===== src/rtl/stream_demux_1to3_pkg.sv =====
// rtl/stream_demux_1to3_pkg.sv - select encodings, channel count and select decode shared by the 1-to-3 stream demux
package stream_demux_1to3_pkg;

  localparam int NUM_CH = 3;

  localparam logic [1:0] SEL_CH0     = 2'b00;
  localparam logic [1:0] SEL_CH1     = 2'b01;
  localparam logic [1:0] SEL_CH2     = 2'b10;
  localparam logic [1:0] SEL_SPECIAL = 2'b11;

  // One-hot channel decode; SEL_SPECIAL shifts past the top channel and yields zero.
  function automatic logic [NUM_CH-1:0] sel_onehot(input logic [1:0] sel);
    logic [NUM_CH-1:0] one;
    one = {{(NUM_CH-1){1'b0}}, 1'b1};
    return one << sel;
  endfunction

endpackage


===== src/rtl/demux_out_slice.sv =====
// rtl/demux_out_slice.sv - one-deep registered output slot for a single demux channel
module demux_out_slice #(
  parameter int DATA_WIDTH = 8
) (
  input  logic                  clk,
  input  logic                  rst_n,
  input  logic                  load,
  input  logic [DATA_WIDTH-1:0] data_in,
  input  logic                  out_ready,
  output logic [DATA_WIDTH-1:0] data,
  output logic                  valid,
  output logic                  free
);

  // A full slot being drained this cycle can accept a new beat on the same edge.
  assign free = !valid || out_ready;

  always_ff @(posedge clk or negedge rst_n) begin
    if (!rst_n) begin
      data  <= '0;
      valid <= 1'b0;
    end else if (load) begin
      data  <= data_in;
      valid <= 1'b1;
    end else if (out_ready) begin
      valid <= 1'b0;
    end
  end

endmodule


===== src/rtl/stream_demux_1to3.sv =====
// rtl/stream_demux_1to3.sv - 1-to-3 stream demux; STREAM_DEMUX_BCAST_EN makes sel=11 broadcast instead of an illegal-select drop
module stream_demux_1to3
  import stream_demux_1to3_pkg::*;
#(
  parameter int DATA_WIDTH = 8
) (
  input  logic                  clk,
  input  logic                  rst_n,
  input  logic [DATA_WIDTH-1:0] in_data,
  input  logic [1:0]            in_sel,
  input  logic                  in_valid,
  output logic                  in_ready,
  output logic [DATA_WIDTH-1:0] out_data [NUM_CH-1:0],
  output logic [NUM_CH-1:0]     out_valid,
  input  logic [NUM_CH-1:0]     out_ready,
  output logic                  err_sel
);

  logic [NUM_CH-1:0] free;
  logic [NUM_CH-1:0] load;
  logic [NUM_CH-1:0] sel_hot;
`ifndef STREAM_DEMUX_BCAST_EN
  logic              illegal;
`endif

  always_comb begin
    sel_hot  = sel_onehot(in_sel);
    in_ready = |(sel_hot & free);
    load     = sel_hot & free & {NUM_CH{in_valid}};
`ifdef STREAM_DEMUX_BCAST_EN
    if (in_sel == SEL_SPECIAL) begin
      in_ready = &free;
      load     = {NUM_CH{in_valid & (&free)}};
    end
`else
    illegal = 1'b0;
    // Illegal selects are always accepted so a bad producer cannot wedge the input.
    if (in_sel == SEL_SPECIAL) begin
      in_ready = 1'b1;
      illegal  = in_valid;
    end
`endif
  end

`ifdef STREAM_DEMUX_BCAST_EN
  assign err_sel = 1'b0;
`else
  always_ff @(posedge clk or negedge rst_n) begin
    if (!rst_n) begin
      err_sel <= 1'b0;
    end else if (illegal) begin
      err_sel <= 1'b1;
    end
  end
`endif

  for (genvar i = 0; i < NUM_CH; i++) begin : g_slot
    demux_out_slice #(
      .DATA_WIDTH (DATA_WIDTH)
    ) u_slice (
      .clk       (clk),
      .rst_n     (rst_n),
      .load      (load[i]),
      .data_in   (in_data),
      .out_ready (out_ready[i]),
      .data      (out_data[i]),
      .valid     (out_valid[i]),
      .free      (free[i])
    );
  end

endmodule


===== config.mk =====
export PLATFORM = sky130hd
export DESIGN_NAME = stream_demux_1to3
export DESIGN_NICKNAME = d
export VERILOG_FILES = /design/src/rtl/stream_demux_1to3_pkg.sv /design/src/rtl/demux_out_slice.sv /design/src/rtl/stream_demux_1to3.sv
export SDC_FILE = /design/constraint.sdc
export NUM_CORES = 1
export LEC_CHECK = 0
export BUFFER_PORTS_ARGS = -buffer_cell sky130_fd_sc_hd__buf_2
export CAP_MARGIN = 25
export CORE_MARGIN = 2
export CORE_UTILIZATION = 46
export DETAILED_ROUTE_END_ITERATION = 6
export HOLD_SLACK_MARGIN = 0.12
export MAX_ROUTING_LAYER = met4
export PLACE_DENSITY = 0.77
export SKIP_CTS_REPAIR_TIMING = 1
export SKIP_LAST_GASP = 1
export SYNTH_ARGS = -nofsm -noshare
export SYNTH_HDL_FRONTEND = slang
export SYNTH_SLANG_ARGS = --single-unit

===== constraint.sdc =====
create_clock -name clk -period 1.9 [get_ports clk]
set_clock_uncertainty 0.1 [all_clocks]
set_input_delay 0.38 -clock clk [delete_from_list [all_inputs] [get_ports clk]]
set_output_delay 0.38 -clock clk [all_outputs]
set_load 0.02 [all_outputs]

### Word level (Yosys, flattened, before mapping)

Cells that the tools add are included.
Widths: inputs -> output; s select.

* flip-flop bits (word level): 28
* latch bits: 0
* bits in writable memories: 0
* ROM bits: 0
* word-level logic and storage cells: 29
* memories: 0

* $add $sub $neg: 0
* multiply operators: 0
* divide/modulo/power cells: 0
* magnitude comparators: 0
* equal/unequal tests: 1
* shifts and indexed selects: 1
* muxes and demuxes: 8
* bitwise operators: 2
* reductions and logical operators: 10

Operators with widths (number)
* $mux 1: 8
* $and 3x3->3: 2
* $reduce_bool 2->1: 3
* $logic_not 1->1: 3
* $logic_or 1x1->1: 3
* $reduce_or 3->1: 1
* $shl 1x2->3 const A: 1
* $eq 2x2->1 const B: 1

### Depth between registers and ports, before layout

Gate-level depths: netlist of run 1.

* depth after elaboration: 5
* mapped depth: 4

### Hierarchy

Synthesis of run 1 repeated with hierarchy kept, for this count alone.

* cells, all modules: 71
* area, all modules: 1201.2 sq um

Modules (own cells, without submodules)
* demux_out_slice: instances 3, cells an instance 20, area each 369.1 sq um, sequential area each 225.2 sq um
* stream_demux_1to3: instances 1, cells an instance 11, area each 93.8 sq um, sequential area each 25.0 sq um

### Least setup slack after synthesis of run 1

OpenSTA, ideal clock, no wires.

* path type: input -> output
* start point: input in_sel[0]
* end point: output in_ready
* arrival time: 1127 ps
* slack: 293 ps
* stages on the path: 3
* path through: buf_2 mux2i_1 o21ai_0

* word-level cells in the longest chain between the ends: 4

RTL lines
* from (decl): RTL line stream_demux_1to3.sv:10 `input logic [1:0] in_sel,`
* $shl 1x2->3: RTL line stream_demux_1to3_pkg.sv:15 `return one << sel;`
* $and 3x3->3: RTL line stream_demux_1to3.sv:28 `in_ready = |(sel_hot & free);`
* $reduce_or 3->1: RTL line stream_demux_1to3.sv:28
* $mux 1 *: RTL line stream_demux_1to3.sv:38 `if (in_sel == SEL_SPECIAL) begin`
* to (decl): RTL line stream_demux_1to3.sv:12 `output logic in_ready,`

Mark *: on every way between the ends. The rest lies on a longest branch, timed or not.

### Worst setup path after layout of run 1

* start point: register g_slot[2].u_slice.valid
* end point: output in_ready

* word-level cells in the longest chain between the ends: 5

RTL lines
* from (decl): RTL line demux_out_slice.sv:11 `output logic valid,`
* from (signal assigned): RTL line demux_out_slice.sv:21 `valid <= 1'b0;`
* from (signal assigned): RTL line demux_out_slice.sv:24 `valid <= 1'b1;`
* from (signal assigned): RTL line demux_out_slice.sv:26 `valid <= 1'b0;`
* $logic_not 1->1: RTL line demux_out_slice.sv:16 `assign free = !valid || out_ready;`
* $logic_or 1x1->1: RTL line demux_out_slice.sv:16
* $and 3x3->3: RTL line stream_demux_1to3.sv:28
* $reduce_or 3->1: RTL line stream_demux_1to3.sv:28
* $mux 1: RTL line stream_demux_1to3.sv:38

No other way between the ends.

==> out/metrics.cfg, run 1 <==
[grt]
grt_max_degree=29
grt_first_pass_wirelength_um=3350
antenna_found_initial=0
grt_pass1_vias=693
grt_overflow=0
grt_usage_pct=17.2

[finish]
ff_latch_area_sq_um=701
nFillCells=200
drive_gt1_share_pct=63.9
final_core_util_pct=61.8
multi_input_area_sq_um=377
layout.nets=136
antennaDiodeCount=0
area_delta_synth_final_pct=25.6

[placed_design]
dpl.hpwl_um=1580
port_buffers=44
gp_routability_congestion=0.656

[critical_path]
cp-startpoint=g_slot[2].u_slice.valid
worstSetupPathType=reg2out
cp-end-kind=output pin
timing.rr.end=g_slot[1].u_slice.data[1]
critPathLaunchType=flop
reg2reg_depth=3
worstPathArrival_ns=1.22
crit_path_max_fanout=3
critPathCapture=in_ready
crit-reg2reg-launch=g_slot[1].u_slice.valid
ff2ff_setup_slack_ns=0.41
critPathRequiredTime_ns=1.42

[timing]
hold_violations=0
tightest_slew_ns=0.604
slew_violations=0
slew_headroom_pct=59.7
tns_ns=0
fin_crit_sh_pct=89.6
setup_violations=0
hold_ws_ns=0.208
max_freq_ghz=0.588
finalCriticalPeriod_ns=1.70
rsz0062_at_grt=false

[job]
maxCapViolCount=0

[synthesis]
synth_seq_area_share_pct=63.1
syn_inst=73
yosysWarnings=0
syn-cell-area_sq_mm=0.00111
synth.avg_cell_area_sq_um=15.2
yosys.cell_types.count=13
ys_seq_elements=28
syn_nets=89

[power_and_ir_drop]
p_int_uw=1010
p_seq_share_pct=51.3
p_leak_uw=0.000686
power_uw=1480
p_switching_uw=476
combPwrFrac_pct=29.4
p_clk_share_pct=19.3
ir_drop_v=0.000730
power_density_mw_per_mm2=1060
p_sw_share_pct=32.1

[worst_hold_path]
holdPathStages=2
hold_path.class=in2reg

[clock_tree]
clock_sinks=28
worstSkewPairLatency_ns=0.32
cts_tree=done
cts_buffer_depth=2
cts_root_buf=clkbuf_4
cts_buffers=3
htreeDepth=1
clk_pin_slew_ns=0.15

[routing]
drc=0
vias=739
first_pass_iters=2
wl_per_cell_um=14.2
drt_iter0_drc=3
via_per_inst=5.03
wirelength_um=2090
ant_nets=0

[floorplanning]
die_area_sq_mm=0.00282
die_width_um=53.1
design.core.area_sq_mm=0.00225
num_rows=17
start_util_pct=49.2
die_height_um=53.1
boundaryPins=45

[run_status]
status=finished clean

-- routing by layer --
metal | GRT usage, % | up-vias | part of all wire [%]
li1 | - | 345 | -
met1 | 21.3 | 366 | 41
met2 | 27.9 | 26 | 51
met3 | 3.39 | 2 | 7.0
met4 | 6.41 | 0 | 0.57
met5 | - | - | 0
-- final cells by class --
type                       instances  share of cell area (%)
clock buffer                       4                    2.60
timing repair buffer              47                    17.6
multi-input combinational         40                    27.0
sequential                        28                    50.3
tap                               28                    2.51
-- sequential cells by signal (all words and copies together), names as in the netlist --
signal	flops
g_slot.u_slice.data	24
err_sel	1
g_slot.u_slice.valid	3
-- cells by family (layout without fill, tap and decap cells) --
group | Yosys count | in the layout | synth area share [%]
flip-flops | 28 | 28 | 63.1
multiplexers | 25 | 25 | 25.3
AND/OR/NAND/NOR | 11 | 11 | 6.54
buffers and inverters | 5 | 51 | 2.93
AO/OA/AOI/OAI | 4 | 4 | 2.14
-- how the worst min path moves through the flow --
stage | from | endpoint
after floorplan | rst_n | err_sel
after global placement | rst_n | g_slot[2].u_slice.valid
after detailed placement | rst_n | g_slot[0].u_slice.valid
after CTS | rst_n | g_slot[0].u_slice.valid
after global routing | in_data[1] | g_slot[2].u_slice.data[1]
final | in_data[3] | g_slot[1].u_slice.data[3]
-- synthesized netlist by cell type --
cell type   n  area [sq um]
buf_2       2          10.0
mux2i_1     1          10.0
nand2b_1    3          18.8
nor2b_1     1          6.26
dfrtp_1    28           701
o21ai_0     3          15.0
nand2_1     4          15.0
buf_4       3          22.5
nor3b_4     1          18.8
a31o_2      1          8.76
and3_1      1          6.26
mux2_2     24           270
nand3b_1    1          7.51
-- worst max-delay path: stages, from the launching register on --
cell	delay (ns)
dfrtp_1	0.37
nand2b_1	0.11
o21ai_0	0.17
o21ai_0	0.10
buf_2	0.16
-- stage by stage --
| stage | worst slack (ns) | cells | instance area [sq um] |
|---|---|---|---|
| global route | 0.0633 | 147 | 1390 |
| CTS | 0.169 | 146 | 1380 |
| detailed placement | 0.177 | 142 | 1350 |
| finish | 0.198 | 147 | 1390 |
| global placement | 0.219 | 142 | 1350 |
| floorplan | 0.293 | 73 | 1110 |
-- power by group through the flow --
stage / logic [uW] / clock network [uW] / registers, uW
floorplan: 136 / 0 / 909
global placement: 430 / 0 / 768
detailed placement: 441 / 0 / 774
CTS: 442 / 297 / 762
global route: 467 / 322 / 775
finish: 436 / 287 / 760
-- placed cells by master (no fill, tap or decap), types with 2 or more instances in the layout --
cell type / instances
buf_4: 2
nand2_1: 4
buf_2: 44
mux2_2: 24
clkbuf_4: 3
dfrtp_1: 28
nand2b_1: 3
o21ai_0: 3
(Power assumes the default switching activity.)
==> run 2, diff against run 1 <==
--- a/config.mk
+++ b/config.mk
@@ -5,14 +5,15 @@
 export SDC_FILE = /design/constraint.sdc
 export NUM_CORES = 1
 export LEC_CHECK = 0
+export ABC_AREA = 1
 export BUFFER_PORTS_ARGS = -buffer_cell sky130_fd_sc_hd__buf_2
 export CAP_MARGIN = 25
 export CORE_MARGIN = 2
-export CORE_UTILIZATION = 46
+export CORE_UTILIZATION = 48
 export DETAILED_ROUTE_END_ITERATION = 6
 export HOLD_SLACK_MARGIN = 0.12
 export MAX_ROUTING_LAYER = met4
-export PLACE_DENSITY = 0.77
+export PLACE_DENSITY = 0.78
 export SKIP_CTS_REPAIR_TIMING = 1
 export SKIP_LAST_GASP = 1
 export SYNTH_ARGS = -nofsm -noshare
==> out/metrics.cfg, run 2 <==
[clock_tree]
worstSkewPairLatency_ns=0.31
clock_sinks=28
htreeDepth=1
cts_root_buf=clkbuf_4
cts_buffer_depth=2
cts_tree=done
cts_buffers=3
clk_pin_slew_ns=0.14

[grt]
grt_first_pass_wirelength_um=4170
grt_pass1_vias=988
grt_usage_pct=20.4
grt_overflow=0
grt_max_degree=29
antenna_found_initial=0

[critical_path]
ff2ff_setup_slack_ns=0.66
timing.rr.end=g_slot[2].u_slice.data[2]
crit-reg2reg-launch=g_slot[2].u_slice.valid
worstPathArrival_ns=1.19
reg2reg_depth=5
critPathLaunchType=flop
worstSetupPathType=reg2out
cp-end-kind=output pin
critPathRequiredTime_ns=1.42
crit_path_max_fanout=2

[power_and_ir_drop]
p_int_uw=935
power_density_mw_per_mm2=933
p_seq_share_pct=52.1
p_clk_share_pct=19.6
p_leak_uw=0.000860
ir_drop_v=0.000525
combPwrFrac_pct=28.3
p_switching_uw=477
p_sw_share_pct=33.8

[routing]
drc=0
drt_iter0_drc=18
first_pass_iters=4
wl_per_cell_um=13.1
ant_nets=0
vias=1082
wirelength_um=2730
via_per_inst=5.20

[synthesis]
netlist_top_cells_count=58 x nand2_1, 28 x dfrtp_1, 24 x nand4_1
yosysWarnings=0
yosysTopAreaCell=dfrtp_1
synth_edf_count=0
synth_seq_area_share_pct=57.4
ys_top_cells_by_area=dfrtp_1 57%, nand2_1 18%, nand4_1 12%, buf_4 2.5%, inv_1 1.8%
synthFlopType=dfrtp_1
async_flop_share_pct=100
yosys.cell_types.count=12
syn-cell-area_sq_mm=0.00122
yosys.area.top_type_share_pct=57.4
syn_nets=149
synth.most_common_cell=nand2_1
ys_seq_elements=28
synth.avg_cell_area_sq_um=9.17
syn_inst=133

[job]
maxCapViolCount=0

[placed_design]
place_ws_ns=0.352
dpl.hpwl_um=2080
gp_routability_congestion=0.711
port_buffers=44

[timing]
max_freq_ghz=0.600
tightest_slew_ns=0.610
finalCriticalPeriod_ns=1.67
hold_violations=0
rsz0062_at_grt=false
slew_violations=0
setup_violations=0
slew_headroom_pct=59.3
setup_ws_ns=0.234
fin_crit_sh_pct=87.7
tns_ns=0

[finish]
reg.largest.list=g_slot.u_slice.data: 24 flops, g_slot.u_slice.valid: 3 flops, err_sel: 1 flops
layout.nets=195
area_delta_synth_final_pct=24.0
ff_latch_area_sq_um=701
largest_reg_flops=24
final_cell_mix=58 x nand2_1, 44 x buf_2, 28 x dfrtp_1, 24 x nand4_1, 6 x inv_1
multi_input_area_sq_um=448
drive_gt1_share_pct=33.7
final_common_cell=nand2_1
final_core_util_pct=62.2
regMostFlops=g_slot.u_slice.data
antennaDiodeCount=0
nFillCells=227

[floorplanning]
die_height_um=54.4
start_util_pct=50.2
design.core.area_sq_mm=0.00243
die_area_sq_mm=0.00296
num_rows=18
boundaryPins=45
die_width_um=54.4

[worst_hold_path]
hold_path.class=in2reg
min_to=g_slot[1].u_slice.data[1]
hold_start=in_data[1]
holdPathStages=3

[run_status]
status=finished clean

==> run 2: changes by cell type in the layout (fill, tap and decap cells not counted), moves of 2 or more <==
cell,before,now
inv_1,0,6
nand4_1,0,24
buf_4,2,5
nand2b_1,3,0
nor2_4,0,2
mux2_2,24,0
o21ai_0,3,1
nand2_1,4,58
nand3_2,0,2
==> run 2: critical path: stages, from the launching register on <==
cell and delay [ns]:
dfrtp_1 0.40, nand2_1 0.11, nand2_1 0.06, nand2_1 0.06, inv_1 0.04, nand2_1 0.05
buf_2 0.15
==> run 2: worst max-delay path by stage <==
stage	startpoint	to	slack, ns
2_1_floorplan	out_ready[1]	in_ready	0.33
3_3_place_gp	in_sel[0]	in_ready	0.43
3_5_place_dp	in_sel[0]	in_ready	0.35
4_1_cts	g_slot[0].u_slice.valid	in_ready	0.21
5_1_grt	g_slot[0].u_slice.valid	in_ready	0.12
6_report	g_slot[0].u_slice.valid	in_ready	0.23
==> run 2: power by group through the flow <==
stage               Combinational [uW]  Clock (uW)  Sequential (uW)
finish                             400         276              736
global route                       442         306              743
CTS                                406         289              736
detailed placement                 403           0              748
global placement                   395           0              743
floorplan                          130           0              860
==> run 2: logic make-up after synthesis <==
group                  Yosys count  synth area share, %
AND/OR/NAND/NOR                 88                 35.6
flip-flops                      28                 57.4
buffers and inverters           15                 5.85
AO/OA/AOI/OAI                    2                 1.13
==> run 2: metrics by stage <==
step           total power [uW]  hold WS [ns]  std cells  area [sq um]
3_3_place_gp               1140         0.319        203          1470
6_report                   1410         0.233        208          1510
2_1_floorplan               990       -0.0156        133          1220
3_5_place_dp               1150         0.333        203          1470
4_1_cts                    1430       -0.0323        207          1500
5_1_grt                    1490         0.221        208          1510
==> run 2: final cells by class <==
| type | count | area share, % |
|---|---|---|
| flip-flops and latches | 28 | 46.3 |
| clock buffers | 4 | 2.40 |
| inverters | 6 | 1.49 |
| multi-input cells | 90 | 29.6 |
| repair buffers | 50 | 17.7 |
| well taps | 30 | 2.48 |
==> run 2: metal layers <==
layer | vias up | part of all wire, % | track usage (%) | wire, um
met5 | - | 0 | - | 0
met4 | 0 | 1.7 | 9.58 | 47
met3 | 4 | 3.9 | 2.46 | 107
met2 | 31 | 52 | 34.5 | 1420
met1 | 518 | 42 | 24.2 | 1160
li1 | 529 | - | - | -
